<file path="config.mk">
export PLATFORM = sky130hd
export DESIGN_NAME = if_fetch_unit
export DESIGN_NICKNAME = d
export VERILOG_FILES = /design/src/rtl/if_fetch_unit.sv
export SDC_FILE = /design/constraint.sdc
export NUM_CORES = 1
export LEC_CHECK = 0
export CORE_MARGIN = 2
export CORE_UTILIZATION = 48
export DETAILED_ROUTE_END_ITERATION = 16
export PLACE_DENSITY = 0.84
export SYNTH_ARGS = -nofsm -noshare
export SYNTH_HDL_FRONTEND = slang
export SYNTH_SLANG_ARGS = --single-unit
export TNS_END_PERCENT = 1
</file>
<file path="constraint.sdc">
create_clock -name clk -period 5.8 [get_ports clk]
set_input_delay 0.87 -clock clk [delete_from_list [all_inputs] [get_ports clk]]
set_output_delay 0.87 -clock clk [all_outputs]
set_load 0.02 [all_outputs]
</file>
<file path="src/rtl/if_fetch_unit.sv">
// Instruction fetch stage: PC, req/ack ROM port and a small FIFO that feeds decode.
// Optional macro FETCH_BYPASS_EN forwards an ack'd word straight to decode when the FIFO is empty.
module if_fetch_unit #(
  parameter logic [31:0] RESET_PC  = 32'h0000_0000,
  parameter int unsigned BUF_DEPTH = 2
) (
  input  logic        clk,
  input  logic        rst,
  input  logic        stall_i,
  input  logic        branch_i,
  input  logic [31:0] branch_target_i,
  output logic        rom_ce_o,
  output logic        rom_req_o,
  output logic [31:0] rom_addr_o,
  input  logic        rom_ack_i,
  input  logic [31:0] rom_data_i,
  output logic [31:0] pc_o,
  output logic [31:0] inst_o,
  output logic        inst_valid_o
);

  localparam int unsigned PTR_W = (BUF_DEPTH > 1) ? $clog2(BUF_DEPTH) : 1;
  localparam int unsigned CNT_W = $clog2(BUF_DEPTH + 1);
  localparam logic [PTR_W-1:0] LAST_PTR = PTR_W'(BUF_DEPTH - 1);
  localparam logic [CNT_W-1:0] FULL_CNT = CNT_W'(BUF_DEPTH);

  typedef enum logic [1:0] {S_RESET, S_FETCH, S_DROP} state_t;

  state_t            state;
  logic [31:0]       fetch_pc;
  logic [31:0]       drop_addr;
  logic [31:0]       fifo_pc   [BUF_DEPTH];
  logic [31:0]       fifo_inst [BUF_DEPTH];
  logic [PTR_W-1:0]  rd_ptr;
  logic [PTR_W-1:0]  wr_ptr;
  logic [CNT_W-1:0]  count;

  logic        ack_take;
  logic        fetch_ack;
  logic        bypass;
  logic        push;
  logic        pop;
  logic [31:0] target;

  function automatic logic [PTR_W-1:0] next_ptr(input logic [PTR_W-1:0] p);
    return (p == LAST_PTR) ? '0 : p + 1'b1;
  endfunction

  always_comb begin
    rom_req_o  = 1'b0;
    rom_addr_o = fetch_pc;
    case (state)
      S_FETCH: rom_req_o = (count < FULL_CNT);
      S_DROP: begin
        rom_req_o  = 1'b1;
        rom_addr_o = drop_addr;
      end
      default: ;
    endcase
  end

  assign target    = branch_target_i & ~32'h3;
  assign ack_take  = rom_req_o & rom_ack_i;
  assign fetch_ack = (state == S_FETCH) & ack_take;
`ifdef FETCH_BYPASS_EN
  assign bypass    = fetch_ack & (count == '0) & ~stall_i & ~branch_i;
`else
  assign bypass    = 1'b0;
`endif
  assign push      = fetch_ack & ~branch_i & ~bypass;
  assign pop       = ~branch_i & ~stall_i & (count != '0);

  always_ff @(posedge clk) begin
    if (push) begin
      fifo_pc[wr_ptr]   <= fetch_pc;
      fifo_inst[wr_ptr] <= rom_data_i;
    end
  end

  always_ff @(posedge clk) begin
    if (rst) begin
      state        <= S_RESET;
      fetch_pc     <= RESET_PC;
      drop_addr    <= RESET_PC;
      rom_ce_o     <= 1'b0;
      pc_o         <= '0;
      inst_o       <= '0;
      inst_valid_o <= 1'b0;
      rd_ptr       <= '0;
      wr_ptr       <= '0;
      count        <= '0;
    end else begin
      case (state)
        S_RESET: begin
          state    <= S_FETCH;
          rom_ce_o <= 1'b1;
        end
        S_FETCH: begin
          if (branch_i) begin
            fetch_pc <= target;
            // an unanswered request must still be drained at its old address
            if (rom_req_o && !rom_ack_i) begin
              state     <= S_DROP;
              drop_addr <= fetch_pc;
            end
          end else if (ack_take) begin
            fetch_pc <= fetch_pc + 32'd4;
          end
        end
        S_DROP: begin
          if (branch_i) fetch_pc <= target;
          if (rom_ack_i) state <= S_FETCH;
        end
        default: state <= S_RESET;
      endcase

      if (branch_i) begin
        inst_o       <= '0;
        inst_valid_o <= 1'b0;
        rd_ptr       <= '0;
        wr_ptr       <= '0;
        count        <= '0;
      end else begin
        if (bypass) begin
          pc_o         <= fetch_pc;
          inst_o       <= rom_data_i;
          inst_valid_o <= 1'b1;
        end else if (stall_i) begin
          inst_valid_o <= inst_valid_o;
        end else if (count != '0) begin
          pc_o         <= fifo_pc[rd_ptr];
          inst_o       <= fifo_inst[rd_ptr];
          inst_valid_o <= 1'b1;
        end else begin
          inst_o       <= '0;
          inst_valid_o <= 1'b0;
        end
        if (push) wr_ptr <= next_ptr(wr_ptr);
        if (pop)  rd_ptr <= next_ptr(rd_ptr);
        if (push && !pop)      count <= count + 1'b1;
        else if (!push && pop) count <= count - 1'b1;
      end
    end
  end

endmodule

</file>
## Word level (Yosys, flattened, before mapping)

Memory sizes are Yosys's and may differ from the RTL's. A register that Yosys moved wholly into a read port is not among the register bits.
Cells that the tools add are included.
W data, S select, Z words.

| storage, ports and cells | value |
|---|---|
| memory bits (writable) | 128 |
| output and inout port bits | 99 |
| bits in registers | 104 |
| word-level logic and storage cells | 66 |
| memories kept | 2 |

Memory list:

| name | depth | width | rd ports | clocked after memory_dff | write ports | RTL line | RTL |
|---|---|---|---|---|---|---|---|
| fifo_inst | 2 | 32 | 1 | 1 | 1 | 33 | `logic [31:0] fifo_inst [BUF_DEPTH];` |
| fifo_pc | 2 | 32 | 1 | 1 | 1 | 32 | `logic [31:0] fifo_pc [BUF_DEPTH];` |

| cells by class | value |
|---|---|
| magnitude comparators | 1 |
| add/sub/neg operators | 5 |
| mux-type cells | 20 |
| reductions and logical operators | 15 |
| bitwise gates (word level) | 7 |
| equality and inequality tests | 7 |

Operators with widths:

| operator | number |
|---|---|
| $mux W32 | 5 |
| $pmux W32 S2 | 1 |
| $add A32 B3 Y32 const B | 1 |
| $reduce_and A3 Y1 | 4 |
| $mux W2 | 5 |
| $mux W1 | 7 |
| $ne A2 B2 Y1 const B | 3 |
| $pmux W2 S3 | 1 |
| $reduce_bool A2 Y1 | 3 |
| $and A1 B1 Y1 | 5 |
| $logic_and A1 B1 Y1 | 3 |
| $logic_not A1 Y1 | 3 |
| $ne A3 B3 Y1 const B | 1 |
| $add A1 B1 Y1 const B | 2 |
| $add A2 B1 Y2 const B | 1 |
| $eq A2 B1 Y1 const B | 1 |
| $eq A2 B2 Y1 const B | 1 |
| $logic_not A2 Y1 | 1 |
| $lt A2 B2 Y1 const B | 1 |
| $ne A2 B1 Y1 const B | 1 |
| $not A1 Y1 | 2 |
| $pmux W1 S2 | 1 |
| $reduce_or A2 Y1 | 1 |
| $sub A2 B1 Y2 const B | 1 |

## Logic depth before layout (Yosys ltp)

Gate-level depths: netlist (run 1).

| depth | value |
|---|---|
| depth after elaboration | 9 |
| depth in mapped cells | 10 |
| depth with buffers taken out | 9 |

## Least setup slack after synthesis (run 1)

No wires, ideal clock.

| timing path | value |
|---|---|
| path kind | reg-to-reg |
| start | reg state[0] |
| end | mem fifo_inst[0][0] (enable) |
| data arrival time | 5.450 ns |
| slack | -0.208 ns |
| setup time | 0.558 ns |
| stages on the path, launching flop included | 7 |
| data required time | 5.242 ns |
| path through | dfxtp_1 inv_1 ha_1 clkbuf_1 nand2b_1 nand4_1 nor3_1 |

| between the ends | value |
|---|---|
| word-level cells in the longest chain between the ends | 7 |
| elaborated cells on any way between the ends | 8 |
| classes of those cells | eq/ne (2); mux (3); bitwise (3) |

Ends and longest elaborated chain:

| element | RTL line | RTL |
|---|---|---|
| from (decl) | 29 | `state_t state;` |
| from (signal assigned) | 82 | `state <= S_RESET;` |
| from (signal assigned) | 95 | `state <= S_FETCH;` |
| from (signal assigned) | 103 | `state <= S_DROP;` |
| $eq A2 B2 Y1 or $eq A2 B1 Y1 (tied branches) | 52, 64 |  |
| $pmux W1 S2 | 52 | `case (state)` |
| $and A1 B1 Y1 | 63 | `assign ack_take = rom_req_o & rom_ack_i;` |
| $and A1 B1 Y1 (*) | 64 | `assign fetch_ack = (state == S_FETCH) & ack_take;` |
| $and A1 B1 Y1 (*) | 70 | `assign push = fetch_ack & ~branch_i & ~bypass;` |
| $mux W1 (*) | 74 | `if (push) begin` |
| $mux W1 (implied by the code) (*) | 76 | `fifo_inst[wr_ptr] <= rom_data_i;` |
| to (decl) | 33 |  |

Every way passes the cells marked *; elsewhere a longest branch is shown, timed or not.

## Final worst setup path (run 1)

| timing path | value |
|---|---|
| start | reg state[0] |
| end | mem fifo_inst[1][24] (enable) |

| between the ends | value |
|---|---|
| word-level cells in the longest chain between the ends | 7 |
| elaborated cells on any way between the ends | 8 |
| classes of those cells | eq/ne (2); mux (3); bitwise (3) |

Ends and longest elaborated chain:

| element | RTL line | RTL |
|---|---|---|
| $eq A2 B2 Y1 or $eq A2 B1 Y1 (tied branches) | 52, 64 |  |
| $pmux W1 S2 | 52 |  |
| $and A1 B1 Y1 | 63 |  |
| $and A1 B1 Y1 (*) | 64 |  |
| $and A1 B1 Y1 (*) | 70 |  |
| named net push | 41 | `logic push;` |
| $mux W1 (*) | 74 |  |
| $mux W1 (implied by the code) (*) | 76 |  |

Mark *: on every way through the listed nets, which the timed path passes. The rest lies on a longest branch.

==> results of run 1 <==
[power breakdown]
group / internal [uW] / switching [uW] / total (uW)
sequential: 2020 / 165 / 2190
clock: 1020 / 677 / 1700
combinational: 365 / 469 / 833
[worst max-delay path, cell delays in order, from the launching register on]
cell and delay (ns):
dfxtp_1 0.34, inv_1 0.11, ha_1 0.16, buf_4 0.40, nand2b_1 0.28, nand4_1 0.28
nor2_1 0.21, and2_2 0.85, buf_4 0.46
[area by class of cell]
| cell class | instances | area, um^2 |
|---|---|---|
| inverter | 7 | 26.3 |
| sequential | 255 | 6350 |
| tap | 275 | 344 |
| clock buffer | 32 | 724 |
| clock inverter | 16 | 164 |
| multi-input combinational | 570 | 3710 |
| timing repair buffer | 173 | 1700 |
| fill | 1631 | 8080 |
[kinds of logic (layout without fill, tap and decap cells)]
logic type                 count (synthesis)  count (layout)  share of synthesized area (%)
other                                      1               4                         0.0363
AOI/OAI and AO/OA                        183             183                           12.0
DFF                                      255             255                           61.4
adders and majority gates                  7               7                          0.847
muxes                                     97              97                           10.1
and+or+nand+nor                          275             275                           12.2
buffers and inverters                     77             228                           3.06
xor gates and xnor gates                   4               4                          0.339
[state kept, by name, summed over array words and instances (netlist names), named ones only]
name / cells
wr_ptr: 1
state: 2
rd_ptr: 1
fifo_pc: 60
pc_o: 30
count: 2
rom_ce_o: 1
inst_valid_o: 1
fifo_inst: 64
drop_addr: 30
inst_o: 32
fetch_pc: 30
[metal layers]
| metal | vias up | wire length, um | part of all wire, % | GRT usage (%) |
|---|---|---|---|---|
| met2 | 329 | 11400 | 48 | 34.3 |
| met4 | 0 | 446 | 1.9 | 4.77 |
| met3 | 29 | 2120 | 8.8 | 4.19 |
| met1 | 3542 | 10000 | 42 | 27.3 |
| met5 | - | 0 | 0 | 0 |
| li1 | 3572 | - | - | - |
[placed cells by master (no fill, tap or decap), types with 6 or more instances in the layout]
master,Yosys,layout
inv_1,7,7
nor3_1,11,9
a211oi_1,35,35
clkdlybuf4s50_1,0,160
a21oi_1,51,51
a22oi_1,39,39
o21ai_0,17,17
mux2_2,60,60
nor4_1,7,7
nand2_1,91,91
mux2i_1,37,37
clkbuf_16,0,27
nand3_1,16,16
ha_1,7,7
clkinv_2,0,6
nand4_1,10,10
buf_4,4,12
and3_1,11,11
nor2_1,101,100
o22ai_1,6,6
edfxtp_1,124,124
a31oi_1,6,6
dfxtp_1,131,130
[through the flow]
| step | setup WS, ns | power (uW) | cells | instance area (um^2) |
|---|---|---|---|---|
| after floorplan | 1.68 | 2720 | 902 | 10400 |
| after global placement | 2.28 | 3020 | 1280 | 12100 |
| after CTS | 2.33 | 4750 | 1328 | 13000 |
| after global routing | 2.10 | 4910 | 1328 | 13000 |
| after detailed placement | 2.22 | 3040 | 1280 | 12100 |
| final | 2.34 | 4720 | 1328 | 13000 |
[path summary, 6_finish.rpt]
| path | from | to | slack, ns | cells past startpoint |
|---|---|---|---|---|
| min | drop_addr[13] | drop_addr[13] | 0.45 | 2 |
| min reg2reg | drop_addr[13] | drop_addr[13] | 0.45 | 2 |
| max | state[0] | fifo_inst[1][24] | 2.34 | 8 |
| max reg2reg | state[0] | fifo_inst[1][24] | 2.34 | 8 |
==> results.toml, run 1 <==
[finish]
layout.nets = 1109
diodes = 0
syn2layout_area_growth_pct = 25.8
drive_above_1_share_pct = 12.8
utilization_pct = 61.7

[timing]
finalSetupViolations = 0
max_freq_ghz = 0.289
skew_ns = 0.0105
fin_tns_setup_ns = 0
min_period_ns = 3.46
fin_crit_sh_pct = 59.7
max_slew_margin_pct = 24.3
worst_pin_slew_ns = 1.13
rsz0062_at_grt = "no"
slew_violations = 0
hold_ws_ns = 0.453
hold_violations = 0

[grt]
antenna_found_initial = 0
overflow = 0
grt_max_degree = 62
grt_pass1_vias = 7067
grt_pass1_wl_um = 36800
grtUsageTotal_pct = 20.4

[detailed_routing]
firstDrtPassIters = 6
drt_wl_total_um = 24000
antenna_left = 0
routedWlPerCell_um = 18.0
vias = 7472
first_iter_violations = 756
drcViolationCount = 0
post_drt_via_cell_ratio = 5.63

[critical_path]
worstPathArrival_ns = 3.64
end_kind = "flip-flop"
worstPathRequired_ns = 5.98
cp-start-kind = "flip-flop"
critPathKind = "reg -> reg"
cp_max_fo = 40

[synthesis]
synth_edf_count = 124
netlist_instances = 899
yosysMostFrequentCell = "dfxtp_1"
ys_seq_elements = 255
synth_commonest_cells = "dfxtp_1 (131), edfxtp_1 (124), nor2_1 (101)"
ys_types = 60
synth.cell_area_mm2 = 0.0103
synth_top_cell_area_share_pct = 36.0
yosysWarnings = 0
yosys.area.top_type = "edfxtp_1"
yosysSeqAreaShare_pct = 61.4
synth_ff_type = "dfxtp_1"
synthArstFlopShare_pct = 0
synth.avg_cell_area_um2 = 11.5
synth_area_leaders = "edfxtp_1 (36%), dfxtp_1 (25%), mux2_2 (6.5%)"

[die]
pin_count = 168
die_x_um = 151
die_h_um = 151
start_util_pct = 49.0
std_cell_rows = 53
dieArea_mm2 = 0.0227
coreArea_mm2 = 0.0211

[clock_tree]
cts_buffers = 26
clkTransAtPathRegs_ns = 0.06
postCtsHoldBufs = 0
clock_path_buffers = 3
clock_sinks = 255
cts_resized = 0
htree_num_levels = 1
cts_tree = "done"
worstSkewPairLatency_ns = 0.52
post_cts_buffers = 0
cts_root_buf = "clkbuf_16"

[power]
ir_worst_vdd_mv = 0.251
cellPowerDensity_mw_per_mm2 = 363
leakage_uw = 0.00423

[placed_design]
port_buffers = 161
routabilityCongestion = 0.872
dp_hpwl_um = 15600

[hold_path]
hold_class = "reg -> reg"

[job]
cap_violations = 0

[outcome]
status = "finished, final reports clean"
Power figures use the tool's default switching activity.
==> run 2, diff against run 1 <==
Settings changed: CORE_UTILIZATION 48 to 50, PLACE_DENSITY 0.84 to 0.83.
Clock period 5.8 ns to 3.6 ns, I/O delays scaled along.
==> run 2 against run 1 <==
  * Wire length is 0.54% higher
  * Flip-flop and latch count stayed put
  * Clock skew up 0.0020 ns
  * Clock power rose by 57%
  * Sequential share of layout area is 0.052 points lower
  * Global-route usage is 1.2 points higher
  * First-iteration DRC count decreased by 13%
  * Count of clock-buffer cells in the layout rose by 2
  * Cell area increased by 0.11%
  * Total power grew 60%
  * Non-clock buffer count up 6
==> results.toml, run 2 (synthesis gave the netlist of run 1 again) <==
[grt]
antenna_found_initial = 0
grt.busiest_layer = "met2"
grt_max_degree = 61
grt_pass1_wl_um = 37800
grtUsageTotal_pct = 21.6
grt_use_met1_pct = 29.2
grt_pass1_vias = 7073
use_met3_pct = 3.98
overflow = 0
grt_util_met2_pct = 36.0

[clock_tree]
clock_sinks = 255
worstSkewPairLatency_ns = 0.52
post_cts_buffers = 0
cts_buffers = 26
postCtsHoldBufs = 0
htree_num_levels = 1
cts_root_buf = "clkbuf_16"
clkTransAtPathRegs_ns = 0.06
cts_resized = 0
cts_tree = "done"
clock_path_buffers = 3

[hold_path]
hold_path_depth = 2
hold_class = "reg -> reg"

[finish]
final_cell_mix = "clkdlybuf4s50_1 (160), dfxtp_1 (130), edfxtp_1 (124)"
largest-register = "fifo_inst"
drive_above_1_share_pct = 13.1
layout.nets = 1115
fillCellCount = 1502
largest_register_ffs = 64
top_regs = "fifo_inst (64), fifo_pc (60), inst_o (32)"
layout_commonest_cell = "clkdlybuf4s50_1"
syn2layout_area_growth_pct = 26.0

[die]
dieArea_mm2 = 0.0218
pin_count = 168
start_util_pct = 51.1
die_x_um = 148
coreArea_mm2 = 0.0202
std_cell_rows = 52
die_h_um = 148

[critical_path]
worstPathRequired_ns = 3.06
critPathKind = "reg -> out"
cp-start-kind = "flip-flop"
rrSetupSlack_ns = 1.09
worstPathArrival_ns = 2.64
cp_max_fo = 22
end_kind = "primary output"
reg2reg_depth = 7

[timing]
max_slew_margin_pct = 33.8
fin_tns_setup_ns = 0
fin_crit_sh_pct = 88.3
worst_slack_ns = 0.422
max_freq_ghz = 0.315
rsz0062_at_grt = "no"
finalSetupViolations = 0
hold_violations = 0
skew_ns = 0.0126
worst_pin_slew_ns = 0.993
min_period_ns = 3.18
slew_violations = 0

[detailed_routing]
routedWlPerCell_um = 18.1
drt_wl_total_um = 24100
firstDrtPassIters = 6
drcViolationCount = 0
post_drt_via_cell_ratio = 5.63
first_iter_violations = 658
antenna_left = 0
vias = 7485

[placed_design]
post-place-ws_ns = 0.949
port_buffers = 161
routabilityCongestion = 0.895
dp_hpwl_um = 15500

[power]
cellPowerDensity_mw_per_mm2 = 581
leakage_uw = 0.00425
ir_worst_vdd_mv = 0.368

[outcome]
status = "finished, final reports clean"

[job]
cap_violations = 0
## run 2: cell types whose count changed in the layout (fill, tap and decap cells not counted)
cell        previous run  this run
clkbuf_1               2         3
diode_2                0         1
bufinv_16              3         2
clkbuf_8               3         4
clkinvlp_4             2         0
buf_4                 12        18
## run 2: worst max-delay path: stages (launching register included)
cell	delay, ns
dfxtp_1	0.34
inv_1	0.12
ha_1	0.36
buf_4	0.36
mux2_2	0.39
clkdlybuf4s50_1	0.54
## run 2: path summary, 6_finish.rpt
| path | from | endpoint |
|---|---|---|
| setup / recovery | state[0] | rom_addr_o[6] |
| hold / removal | drop_addr[13] | drop_addr[13] |
| setup reg to reg | state[0] | fifo_inst[1][14] |
| hold reg to reg | drop_addr[13] | drop_addr[13] |
## run 2: final cells by class
class | count | area [um^2] | share of cell area (%)
clock buffers | 34 | 742 | 5.70
diodes | 1 | 2.50 | 0.0192
flip-flops and latches | 255 | 6350 | 48.7
multi-input cells | 570 | 3710 | 28.5
well taps | 270 | 338 | 2.59
repair buffers | 179 | 1740 | 13.4
inverters | 7 | 26.3 | 0.202
clock inverters | 13 | 119 | 0.913
## run 2: power by group
part	switching [uW]	internal [uW]	total, uW	leakage [uW]
Combinational	769	607	1380	0.00163
Sequential	258	3260	3510	0.00219
Clock	1080	1590	2670	0.000430
Total	2110	5460	7560	0.00425
## run 2: layer usage
layer	routed length, um	part of all wire, %
met5	0	0
met1	10000	42
met3	1990	8.2
met4	529	2.2
met2	11600	48
## run 2: through the flow
| step | cell area (um^2) | utilization [%] | power (uW) | cells | hold slack, ns |
|---|---|---|---|---|---|
| 6_report | 13000 | 64.4 | 7560 | 1329 | 0.452 |
| 2_1_floorplan | 10400 | - | 4390 | 902 | 0.420 |
| 3_3_place_gp | 12200 | 60.1 | 4900 | 1281 | 0.438 |
| 5_1_grt | 13000 | 64.4 | 7870 | 1328 | 0.471 |
| 4_1_cts | 13000 | 64.4 | 7600 | 1328 | 0.453 |
| 3_5_place_dp | 12200 | 60.1 | 4930 | 1281 | 0.443 |
